===== config.mk =====
export PLATFORM = sky130hd
export DESIGN_NAME = hazard_controller_flat
export DESIGN_NICKNAME = d
export VERILOG_FILES = /design/src/rtl/hazard_pkg.sv /design/src/rtl/hazard_controller_if.sv /design/src/rtl/hazard_event_counter.sv /design/src/rtl/hazard_controller.sv /design/src/flat_wrapper.sv
export SDC_FILE = /design/constraint.sdc
export NUM_CORES = 1
export LEC_CHECK = 0
export CAP_MARGIN = 20
export CELL_PAD_IN_SITES_DETAIL_PLACEMENT = 0
export CELL_PAD_IN_SITES_GLOBAL_PLACEMENT = 1
export CORE_ASPECT_RATIO = 0.5
export CORE_UTILIZATION = 29
export DETAILED_ROUTE_END_ITERATION = 16
export PLACE_DENSITY_LB_ADDON = 0.1
export RECOVER_POWER = 25
export SETUP_SLACK_MARGIN = 0.3
export SLEW_MARGIN = 20
export SYNTH_ARGS = -nofsm -noshare
export SYNTH_HDL_FRONTEND = slang
export SYNTH_SLANG_ARGS = --single-unit

===== constraint.sdc =====
create_clock -name clk -period 2.8 [get_ports clk]
set_clock_uncertainty 0.1 [all_clocks]
set_input_delay 0.42 -clock clk [delete_from_list [all_inputs] [get_ports clk]]
set_output_delay 0.42 -clock clk [all_outputs]
set_load 0.1 [all_outputs]

===== src/rtl/hazard_pkg.sv =====
// Shared types for the pipeline hazard controller: FSM states and the pipeline control bundle.
// Pure definitions; no logic, no latency, no backpressure.
package hazard_pkg;

    typedef enum logic {
        RUN      = 1'b0,
        MEM_WAIT = 1'b1
    } hz_state_t;

    typedef struct packed {
        logic hold_pc;
        logic hold_if;
        logic flush_if;
        logic hold_id;
        logic bubble_ex;
        logic hold_ex;
    } ctrl_t;

    localparam ctrl_t CTRL_NOP = '0;

endpackage


===== src/rtl/hazard_controller_if.sv =====
// Hazard controller bus: pipeline-stage status in, hold/bubble/flush controls and debug counters out.
// Wires only; the pipeline side is master, the controller is slave.
interface hazard_controller_if #(
    parameter int REG_AW = 4,
    parameter int CNT_W  = 16
);
    logic [REG_AW-1:0] dec_src_a;
    logic [REG_AW-1:0] dec_src_b;
    logic              dec_use_a;
    logic              dec_use_b;
    logic              dec_vf;
    logic              ex_rmem;
    logic              ex_wreg;
    logic [REG_AW-1:0] ex_dest;
    logic              ex_vf;
    logic              jmp_taken;
    logic              mem_rmem;
    logic              mem_wmem;
    logic              mem_vf;
    logic              hold_pc;
    logic              hold_if;
    logic              flush_if;
    logic              hold_id;
    logic              bubble_ex;
    logic              hold_ex;
    logic [CNT_W-1:0]  stall_cnt;
    logic [CNT_W-1:0]  flush_cnt;

    modport master (
        output dec_src_a, dec_src_b, dec_use_a, dec_use_b, dec_vf,
               ex_rmem, ex_wreg, ex_dest, ex_vf, jmp_taken,
               mem_rmem, mem_wmem, mem_vf,
        input  hold_pc, hold_if, flush_if, hold_id, bubble_ex, hold_ex,
               stall_cnt, flush_cnt
    );

    modport slave (
        input  dec_src_a, dec_src_b, dec_use_a, dec_use_b, dec_vf,
               ex_rmem, ex_wreg, ex_dest, ex_vf, jmp_taken,
               mem_rmem, mem_wmem, mem_vf,
        output hold_pc, hold_if, flush_if, hold_id, bubble_ex, hold_ex,
               stall_cnt, flush_cnt
    );

endinterface


===== src/rtl/hazard_event_counter.sv =====
// Saturating event counter with synchronous active-low clear; count visible one cycle after inc.
// No backpressure: inc is sampled every cycle and ignored once the counter is all-ones.
module hazard_event_counter #(
    parameter int CNT_W = 16
) (
    input  logic             clk,
    input  logic             clr_n,
    input  logic             inc,
    output logic [CNT_W-1:0] cnt
);

    always_ff @(posedge clk) begin
        if (!clr_n) begin
            cnt <= '0;
        end else if (inc && (cnt != {CNT_W{1'b1}})) begin
            cnt <= cnt + CNT_W'(1);
        end
    end

endmodule


===== src/rtl/hazard_controller.sv =====
// Pipeline hazard sequencer: combinational hold/bubble/flush controls (0-cycle latency) plus debug counters.
// Vector memory accesses freeze the pipe MEM_VEC_CYCLES-1 cycles; jumps and load-use wait behind them.
module hazard_controller
    import hazard_pkg::*;
#(
    parameter int REG_AW         = 4,
    parameter int MEM_VEC_CYCLES = 4,
    parameter int CNT_W          = 16
) (
    input  logic               clk,
    input  logic               rst,
    hazard_controller_if.slave hz
);

    localparam int                WAIT_W    = (MEM_VEC_CYCLES > 1) ? $clog2(MEM_VEC_CYCLES + 1) : 1;
    localparam logic [WAIT_W-1:0] WAIT_INIT = WAIT_W'((MEM_VEC_CYCLES > 1) ? MEM_VEC_CYCLES - 2 : 0);
    localparam logic              VEC_STALL = (MEM_VEC_CYCLES > 1);

    hz_state_t         state;
    logic [WAIT_W-1:0] wait_cnt;
    logic              just_freed;
    ctrl_t             ctrl;

    logic [REG_AW-1:0] src_a;
    logic [REG_AW-1:0] src_b;
    logic [REG_AW-1:0] dest;
    logic              lu;
    logic              vm;
    logic              vm_go;

    assign src_a = hz.dec_src_a;
    assign src_b = hz.dec_src_b;
    assign dest  = hz.ex_dest;

    assign lu = hz.ex_rmem & hz.ex_wreg & (hz.ex_vf == hz.dec_vf) &
                ((hz.dec_use_a & (src_a == dest)) | (hz.dec_use_b & (src_b == dest)));
    assign vm = hz.mem_vf & (hz.mem_rmem | hz.mem_wmem);

    // The vector op still sits in memory on its release cycle; it must not restart the freeze.
    assign vm_go = vm & ~just_freed & VEC_STALL;

    always_comb begin
        ctrl = CTRL_NOP;
        if (rst) begin
            case (state)
                RUN: begin
                    if (vm_go) begin
                        ctrl.hold_pc = 1'b1;
                        ctrl.hold_if = 1'b1;
                        ctrl.hold_id = 1'b1;
                        ctrl.hold_ex = 1'b1;
                    end else if (hz.jmp_taken) begin
                        ctrl.flush_if  = 1'b1;
                        ctrl.bubble_ex = 1'b1;
                    end else if (lu) begin
                        ctrl.hold_pc   = 1'b1;
                        ctrl.hold_if   = 1'b1;
                        ctrl.bubble_ex = 1'b1;
                    end
                end
                MEM_WAIT: begin
                    ctrl.hold_pc = 1'b1;
                    ctrl.hold_if = 1'b1;
                    ctrl.hold_id = 1'b1;
                    ctrl.hold_ex = 1'b1;
                end
            endcase
        end
    end

    always_ff @(posedge clk) begin
        if (!rst) begin
            state      <= RUN;
            wait_cnt   <= '0;
            just_freed <= 1'b0;
        end else begin
            just_freed <= 1'b0;
            case (state)
                RUN: begin
                    if (vm_go) begin
                        if (WAIT_INIT == '0) begin
                            just_freed <= 1'b1;
                        end else begin
                            state    <= MEM_WAIT;
                            wait_cnt <= WAIT_INIT;
                        end
                    end
                end
                MEM_WAIT: begin
                    // wait_cnt counts remaining frozen cycles including this one.
                    wait_cnt <= wait_cnt - WAIT_W'(1);
                    if (wait_cnt == WAIT_W'(1)) begin
                        state      <= RUN;
                        just_freed <= 1'b1;
                    end
                end
            endcase
        end
    end

    assign hz.hold_pc   = ctrl.hold_pc;
    assign hz.hold_if   = ctrl.hold_if;
    assign hz.flush_if  = ctrl.flush_if;
    assign hz.hold_id   = ctrl.hold_id;
    assign hz.bubble_ex = ctrl.bubble_ex;
    assign hz.hold_ex   = ctrl.hold_ex;

    hazard_event_counter #(.CNT_W(CNT_W)) u_stall_cnt (
        .clk   (clk),
        .clr_n (rst),
        .inc   (ctrl.hold_pc),
        .cnt   (hz.stall_cnt)
    );

    hazard_event_counter #(.CNT_W(CNT_W)) u_flush_cnt (
        .clk   (clk),
        .clr_n (rst),
        .inc   (ctrl.flush_if),
        .cnt   (hz.flush_cnt)
    );

endmodule


===== src/flat_wrapper.sv =====
// flat-port wrapper written by rule: the top's interface ports become plain ports
module hazard_controller_flat import hazard_pkg::*;
#(
    parameter int REG_AW         = 4,
    parameter int MEM_VEC_CYCLES = 4,
    parameter int CNT_W          = 16
)
  (clk, rst, hz_dec_src_a, hz_dec_src_b, hz_dec_use_a, hz_dec_use_b, hz_dec_vf, hz_ex_rmem, hz_ex_wreg, hz_ex_dest, hz_ex_vf, hz_jmp_taken, hz_mem_rmem, hz_mem_wmem, hz_mem_vf, hz_hold_pc, hz_hold_if, hz_flush_if, hz_hold_id, hz_bubble_ex, hz_hold_ex, hz_stall_cnt, hz_flush_cnt);
  hazard_controller_if #(.REG_AW(REG_AW), .CNT_W(CNT_W)) hz_i ();
  input  logic clk;
  input  logic rst;
  input wire logic [$bits(hz_i.dec_src_a)-1:0] hz_dec_src_a;
  input wire logic [$bits(hz_i.dec_src_b)-1:0] hz_dec_src_b;
  input wire logic [$bits(hz_i.dec_use_a)-1:0] hz_dec_use_a;
  input wire logic [$bits(hz_i.dec_use_b)-1:0] hz_dec_use_b;
  input wire logic [$bits(hz_i.dec_vf)-1:0] hz_dec_vf;
  input wire logic [$bits(hz_i.ex_rmem)-1:0] hz_ex_rmem;
  input wire logic [$bits(hz_i.ex_wreg)-1:0] hz_ex_wreg;
  input wire logic [$bits(hz_i.ex_dest)-1:0] hz_ex_dest;
  input wire logic [$bits(hz_i.ex_vf)-1:0] hz_ex_vf;
  input wire logic [$bits(hz_i.jmp_taken)-1:0] hz_jmp_taken;
  input wire logic [$bits(hz_i.mem_rmem)-1:0] hz_mem_rmem;
  input wire logic [$bits(hz_i.mem_wmem)-1:0] hz_mem_wmem;
  input wire logic [$bits(hz_i.mem_vf)-1:0] hz_mem_vf;
  output wire logic [$bits(hz_i.hold_pc)-1:0] hz_hold_pc;
  output wire logic [$bits(hz_i.hold_if)-1:0] hz_hold_if;
  output wire logic [$bits(hz_i.flush_if)-1:0] hz_flush_if;
  output wire logic [$bits(hz_i.hold_id)-1:0] hz_hold_id;
  output wire logic [$bits(hz_i.bubble_ex)-1:0] hz_bubble_ex;
  output wire logic [$bits(hz_i.hold_ex)-1:0] hz_hold_ex;
  output wire logic [$bits(hz_i.stall_cnt)-1:0] hz_stall_cnt;
  output wire logic [$bits(hz_i.flush_cnt)-1:0] hz_flush_cnt;
  assign hz_i.dec_src_a = hz_dec_src_a;
  assign hz_i.dec_src_b = hz_dec_src_b;
  assign hz_i.dec_use_a = hz_dec_use_a;
  assign hz_i.dec_use_b = hz_dec_use_b;
  assign hz_i.dec_vf = hz_dec_vf;
  assign hz_i.ex_rmem = hz_ex_rmem;
  assign hz_i.ex_wreg = hz_ex_wreg;
  assign hz_i.ex_dest = hz_ex_dest;
  assign hz_i.ex_vf = hz_ex_vf;
  assign hz_i.jmp_taken = hz_jmp_taken;
  assign hz_i.mem_rmem = hz_mem_rmem;
  assign hz_i.mem_wmem = hz_mem_wmem;
  assign hz_i.mem_vf = hz_mem_vf;
  assign hz_hold_pc = hz_i.hold_pc;
  assign hz_hold_if = hz_i.hold_if;
  assign hz_flush_if = hz_i.flush_if;
  assign hz_hold_id = hz_i.hold_id;
  assign hz_bubble_ex = hz_i.bubble_ex;
  assign hz_hold_ex = hz_i.hold_ex;
  assign hz_stall_cnt = hz_i.stall_cnt;
  assign hz_flush_cnt = hz_i.flush_cnt;
  hazard_controller #(.REG_AW(REG_AW), .MEM_VEC_CYCLES(MEM_VEC_CYCLES), .CNT_W(CNT_W)) u_core (.clk(clk), .rst(rst), .hz(hz_i));
endmodule

* Word level (Yosys, flattened, before mapping)
Cells that the tools add are included.
** Cells by class
- Muxes and demuxes :: 19
- Equality and inequality tests :: 7
- Bitwise logic cells :: 11
- Reduce and logical (&&, ||, !) cells :: 3
- $add $sub $neg :: 3
** Operators with widths (count)
- adder 16 x 1 -> 16 bit (second input constant) :: 2
- inequality test 16 bit (second input constant) :: 2
- two-way mux 1 bit :: 10
- == test 4 bit :: 2
- bitwise AND 1 bit :: 7
- two-way mux 2 bit :: 3
- two-way mux 6 bit :: 1
- one-hot mux 3 bit (2 select lines) :: 1
- one-hot mux 1 bit (2 select lines) :: 2
- one-hot mux 2 bit (2 select lines) :: 1
- == test 3 x 1 -> 1 bit (second input constant) :: 1
- two-way mux 3 bit :: 1
- subtractor 3 x 1 -> 3 bit (second input constant) :: 1
- logical AND 1 bit :: 2
- inequality test 2 x 1 -> 1 bit (second input constant) :: 1
- NOT 1 bit :: 2
- bitwise OR 1 bit :: 2
- AND reduction 2 bit :: 1
- == test 1 bit :: 1
** Storage, ports and cells
- Bits in registers :: 37
- Bits of input ports :: 24
- Word-level logic and storage cells :: 48

* Logic depth before layout (Yosys ltp)
- Word-level depth :: 10
- Depth in mapped cells :: 8
- Depth with buffers taken out :: 7

* Cells and area by module
From an unflattened synthesis, not the netlist that was laid out.
** Second synthesis, totals
- Cells, all modules :: 244
- Area, all modules :: 2069.5 µm²
** By module, submodules not included
- hazard_event_counter :: sequential area each 320.3 µm², area an instance 837.1 µm², cells an instance 97, times used 2
- hazard_controller :: sequential area each 100.1 µm², area an instance 395.4 µm², cells an instance 50, times used 1

* Worst setup path before layout
No wires, ideal clock.
- Path kind :: input to output
- Start :: input port hz_ex_dest[0]
- End :: output port hz_hold_pc
- Slack :: -1.272 ns
- Cell stages on the path :: 8
- Data required time :: 2.280 ns
- Arrival time :: 3.552 ns
- Cells stage by stage :: inv_1 -> a222oi_1 -> or4b_1 -> o211a_1 -> buf_6 -> clkbuf_1 -> nor2_1 -> buf_4
** On the way
- Cells in the longest elaborated chain, start to end :: 9
- Elaborated cells between the ends (all ways) :: 11
- Those cells by class :: eq/ne: 2; mux: 5; bitwise: 4
** RTL lines
- start: declaration :: line flat_wrapper.sv:19 : input wire logic [$bits(hz_i.ex_dest)-1:0] hz_ex_dest;
- == test 4 bit :: line hazard_controller.sv:36 : ((hz.dec_use_a & (src_a == dest)) | (hz.dec_use_b & (src_b == dest)));
- bitwise AND 1 bit :: line hazard_controller.sv:36
- bitwise OR 1 bit (*) :: line hazard_controller.sv:36
- bitwise AND 1 bit (*) :: line hazard_controller.sv:35 : assign lu = hz.ex_rmem & hz.ex_wreg & (hz.ex_vf == hz.dec_vf) &
- two-way mux 2 bit (*) :: line hazard_controller.sv:55 : end else if (lu) begin
- two-way mux 2 bit (*) :: line hazard_controller.sv:52 : end else if (hz.jmp_taken) begin
- two-way mux 2 bit (*) :: line hazard_controller.sv:47 : if (vm_go) begin
- one-hot mux 2 bit (2 select lines) (*) :: line hazard_controller.sv:45 : case (state)
- two-way mux 6 bit (*) :: line hazard_controller.sv:44 : if (rst) begin
- end: declaration :: line flat_wrapper.sv:25 : output wire logic [$bits(hz_i.hold_pc)-1:0] hz_hold_pc;
Mark *: on every way between the ends. The rest lies on a longest branch, timed or not.

* Worst setup path in the final report
- Start :: input port hz_dec_src_a[0]
- End :: output port hz_hold_pc
** On the way
- Cells in the longest elaborated chain, start to end :: 9
** RTL lines
- start: declaration :: line flat_wrapper.sv:12 : input wire logic [$bits(hz_i.dec_src_a)-1:0] hz_dec_src_a;
- == test 4 bit :: line hazard_controller.sv:36
- bitwise AND 1 bit :: line hazard_controller.sv:36
- bitwise OR 1 bit :: line hazard_controller.sv:36
- bitwise AND 1 bit :: line hazard_controller.sv:35
- two-way mux 2 bit :: line hazard_controller.sv:55
- two-way mux 2 bit :: line hazard_controller.sv:52
- two-way mux 2 bit :: line hazard_controller.sv:47
- one-hot mux 2 bit (2 select lines) :: line hazard_controller.sv:45
- two-way mux 6 bit :: line hazard_controller.sv:44
No other way between the ends.

==> impl_results.md <==
- Vias per cell: a little under 5
- Number of enable flip-flop cells after synthesis: 0
- Post-place setup slack: -0.259 ns
- Post-Syn Instances: 229
- Adder-cell share of the synthesized area: roughly 2.6%
- Buf/Inv on CP: 3
- WL met2: 2.38 mm
- RR Startpoint: u_core.u_stall_cnt.cnt[0]
- Largest family of logic cells by synthesized area: simple AND/OR/NAND/NOR gates
- Most frequent CP cell: buf_12
- Syn_nets: between 200 and 300
- Area Overhead vs Synth: 55.1%
- # rows: 20
- Relative slew slack: 22.3%
- Top-count cell post-synth: dfxtp_1
- RSZ-0062 raised after global routing: yes
- Num CTS Buffers: 5
- Worst vdd ir: ~190 µV
- Flop2flop setup slack: 0.62 ns
- Synth area leader: dfxtp_1
- I/O Pins: between 60 and 70
- Highest routed layer: met4
- Routed vias: 1990
- Clock-pin slew on the worst setup and hold paths: 0.05 ns
- Netlist area before placement: 0.00189 mm²
- Max incr delay on CP: 0.52 ns
- GRT Overall Usage: between 10% and 20%
- Post-synthesis xor/xnor area fraction: 7.40%
- Worst Max-Slew Pin Slew: roughly 1.2 ns
- Number of antenna violations at the first check in global routing: 0
- Mux cell area share after synthesis: ~1.1%
- Final setup margin: ~0.24 ns
- CP endpoint kind: output port
- Placed Area: roughly 0.0027 mm²
- Htree depth: 2
- Post-synth ARST share: 0%
- Synth top cells by count: dfxtp_1, nor2_1, a21oi_1, nand2_1
- Routed WL: ~5 mm
- Core area: 0.00618 mm²
- Max Slew Vio Count: 0
- Seq/Total Area, Yosys: between 30% and 40%
- Simple-Gate Fraction of Synth Area: 27.2%
- Synth area leaders: dfxtp_1, a21oi_1, o31ai_1
- Worst setup path startpoint: hz_dec_src_a[0]
- Final Hold Violating Endpoints: 0
- Critical path arrival: roughly 2 ns
- GP Congestion: 0.751
- Clock Path Buffers: 2
- CP Data Required Time: approximately 2.3 ns
- Flops & latches, synth: 37
- Grt total ovfl: 0
- Placed cells: around 390
- Max-Cap Viols: 0
- Clk_lat worst skew: approximately 0.28 ns
- CTS tree: done
- Cell Count, Final, Fillers Out: between 400 and 500
- Startpoint Class: primary input
- Root Buffer: clkbuf_16
- Hold-fix buffer count after cts: 0
- Largest net degree at the start of global routing: 17
- Num Clock Sinks: 37
- Met1 wire length: ~2.5 mm
- Post-DP HPWL: 3.63 mm
- Metal3 WL: 238 µm
- Status: finished, final reports clean
- Slowest CP cell: or4b_4
- Complex-gate fraction of the synthesized area: a little under a fifth
- Setup CP Type: in2out
- R2R Path End: u_core.u_stall_cnt.cnt[13]
- WL per Instance: around 13 µm
- Detailed Route Iter0 Violations: around 130
- Max Fclk: roughly 390 MHz
- First-pass GRT wire length: 8.34 mm
- Area share of the largest cell type after synthesis: roughly two fifths
- Period minus WS final: roughly 2.6 ns
- Cell Chain, Critical Path: buf_6, a222oi_1, or4b_4, o211a_4, buf_12, nor2_4, buf_12
- Worst Setup EP: hz_hold_pc
- Die width: about 120 µm
- Top FF cell, synth: dfxtp_1
- Die Ht: around 59 µm
- Reg2reg path depth: 7
- Vias in the first global route: between 1500 and 2000
- Hold WC Path Type: reg2reg
- CP Max Fanout: 2
- CP Depth: 7
- Setup violators final: 0
- Routed Antenna Nets: 0
- Syn_area_per_cell: approximately 8.3 µm²
- Starting Density: between 30% and 40%
- DR DRC count: 0
- # port buffers: a little over 60
- Share of layout cells above drive strength 1: around 29%
- Power per Cell Area: approximately 500 mW/mm²
- Yosys warning count: 0
- Die Footprint: roughly 0.007 mm²
- Layout Nets: about 340
- Antenna Cells: 0
- Pre-Repair DR Iteration Count: 4
- Finished Cell Area: 0.00294 mm²
- Netlist cell types: 39
- Cell family with the largest share of critical-path delay: simple AND/OR/NAND/NOR gates
- Tcrit/Tclk final: slightly above 90%
- LEAKAGE: around 1.1 nW
## how the worst min path moves through the flow
stage | start | to | slack, ns | cells after the start
floorplan | u_core.wait_cnt[2] | u_core.just_freed | 0.33 | 1
global placement | u_core.wait_cnt[2] | u_core.just_freed | 0.37 | 1
detailed placement | u_core.wait_cnt[2] | u_core.just_freed | 0.37 | 1
CTS | u_core.wait_cnt[2] | u_core.just_freed | 0.38 | 1
global route | u_core.u_stall_cnt.cnt[2] | u_core.u_stall_cnt.cnt[2] | 0.42 | 1
finish | u_core.wait_cnt[2] | u_core.just_freed | 0.38 | 1
## where the power goes
part           switching [mW]  internal (mW)
sequential             0.0102          0.538
clock                   0.214          0.413
combinational           0.160          0.124
total                   0.385           1.07
## cells by family after synthesis
group | after synthesis
simple gates | 97
compound gates | 54
flops | 37
fa+ha+maj | 4
buf+inv | 19
mux | 2
xor+xnor | 16
## timing repair
| item | 4_1_cts | 5_1_grt |
|---|---|---|
| setup buffers | 6 | 0 |
| cloned | 1 | 0 |
| gates resized for setup | 67 | 7 |
| setup endpoints to repair | 19 | 15 |
| pin swaps | 16 | 7 |
| hold endpoints to repair | 0 | 0 |
## sequential cells by signal, summed over array words and instances (netlist names)
name / cells
u_core.state: 1
u_core.just_freed: 1
u_core.u_flush_cnt.cnt: 16
u_core.wait_cnt: 3
u_core.u_stall_cnt.cnt: 16
## per-stage QoR
stage	setup TNS [ns]	util (%)	power (mW)	hold slack (ns)
after floorplan	-0.249	-	0.716	0.328
after global placement	-2.51	44.4	0.821	0.368
after detailed placement	-3.07	44.4	0.823	0.370
after CTS	0	48.2	1.48	0.375
after global routing	0	47.5	1.52	0.415
final	0	47.5	1.46	0.376
## cell type report
cell class | count | area (µm²)
tap | 88 | 110
inverter | 9 | 33.8
multi-input combinational | 173 | 1130
clock inverter | 2 | 35.0
timing repair buffer | 89 | 749
clock buffer | 5 | 125
sequential | 37 | 751
fill | 628 | 3250
## routing by layer
metal / GRT usage (%) / up-vias
li1: - / 1014
met1: 19.8 / 931
met2: 25.6 / 38
met3: 5.32 / 7
met4: 5.68 / 0
met5: 0 / -
## placed cells by master, fill, tap and decap left out, types with 4 or more instances in the layout
| cell | netlist | layout |
|---|---|---|
| clkbuf_16 | 0 | 5 |
| a21oi_1 | 20 | 19 |
| clkbuf_1 | 7 | 18 |
| or3_1 | 8 | 8 |
| dfxtp_1 | 37 | 29 |
| xor2_1 | 6 | 6 |
| inv_1 | 8 | 5 |
| nand3_1 | 12 | 12 |
| dlygate4sd2_1 | 0 | 5 |
| buf_6 | 1 | 8 |
| ha_1 | 4 | 4 |
| nor2_1 | 21 | 19 |
| or4_1 | 10 | 8 |
| dfxtp_2 | 0 | 8 |
| buf_2 | 0 | 5 |
| o31ai_1 | 12 | 12 |
| buf_12 | 0 | 7 |
| xnor2_1 | 10 | 7 |
| nand2_1 | 20 | 19 |
| o21ai_0 | 10 | 10 |
| nand4_1 | 6 | 6 |
| buf_4 | 2 | 38 |
| clkdlybuf4s50_1 | 0 | 4 |
Note: power is estimated with default switching activity, not from simulation.
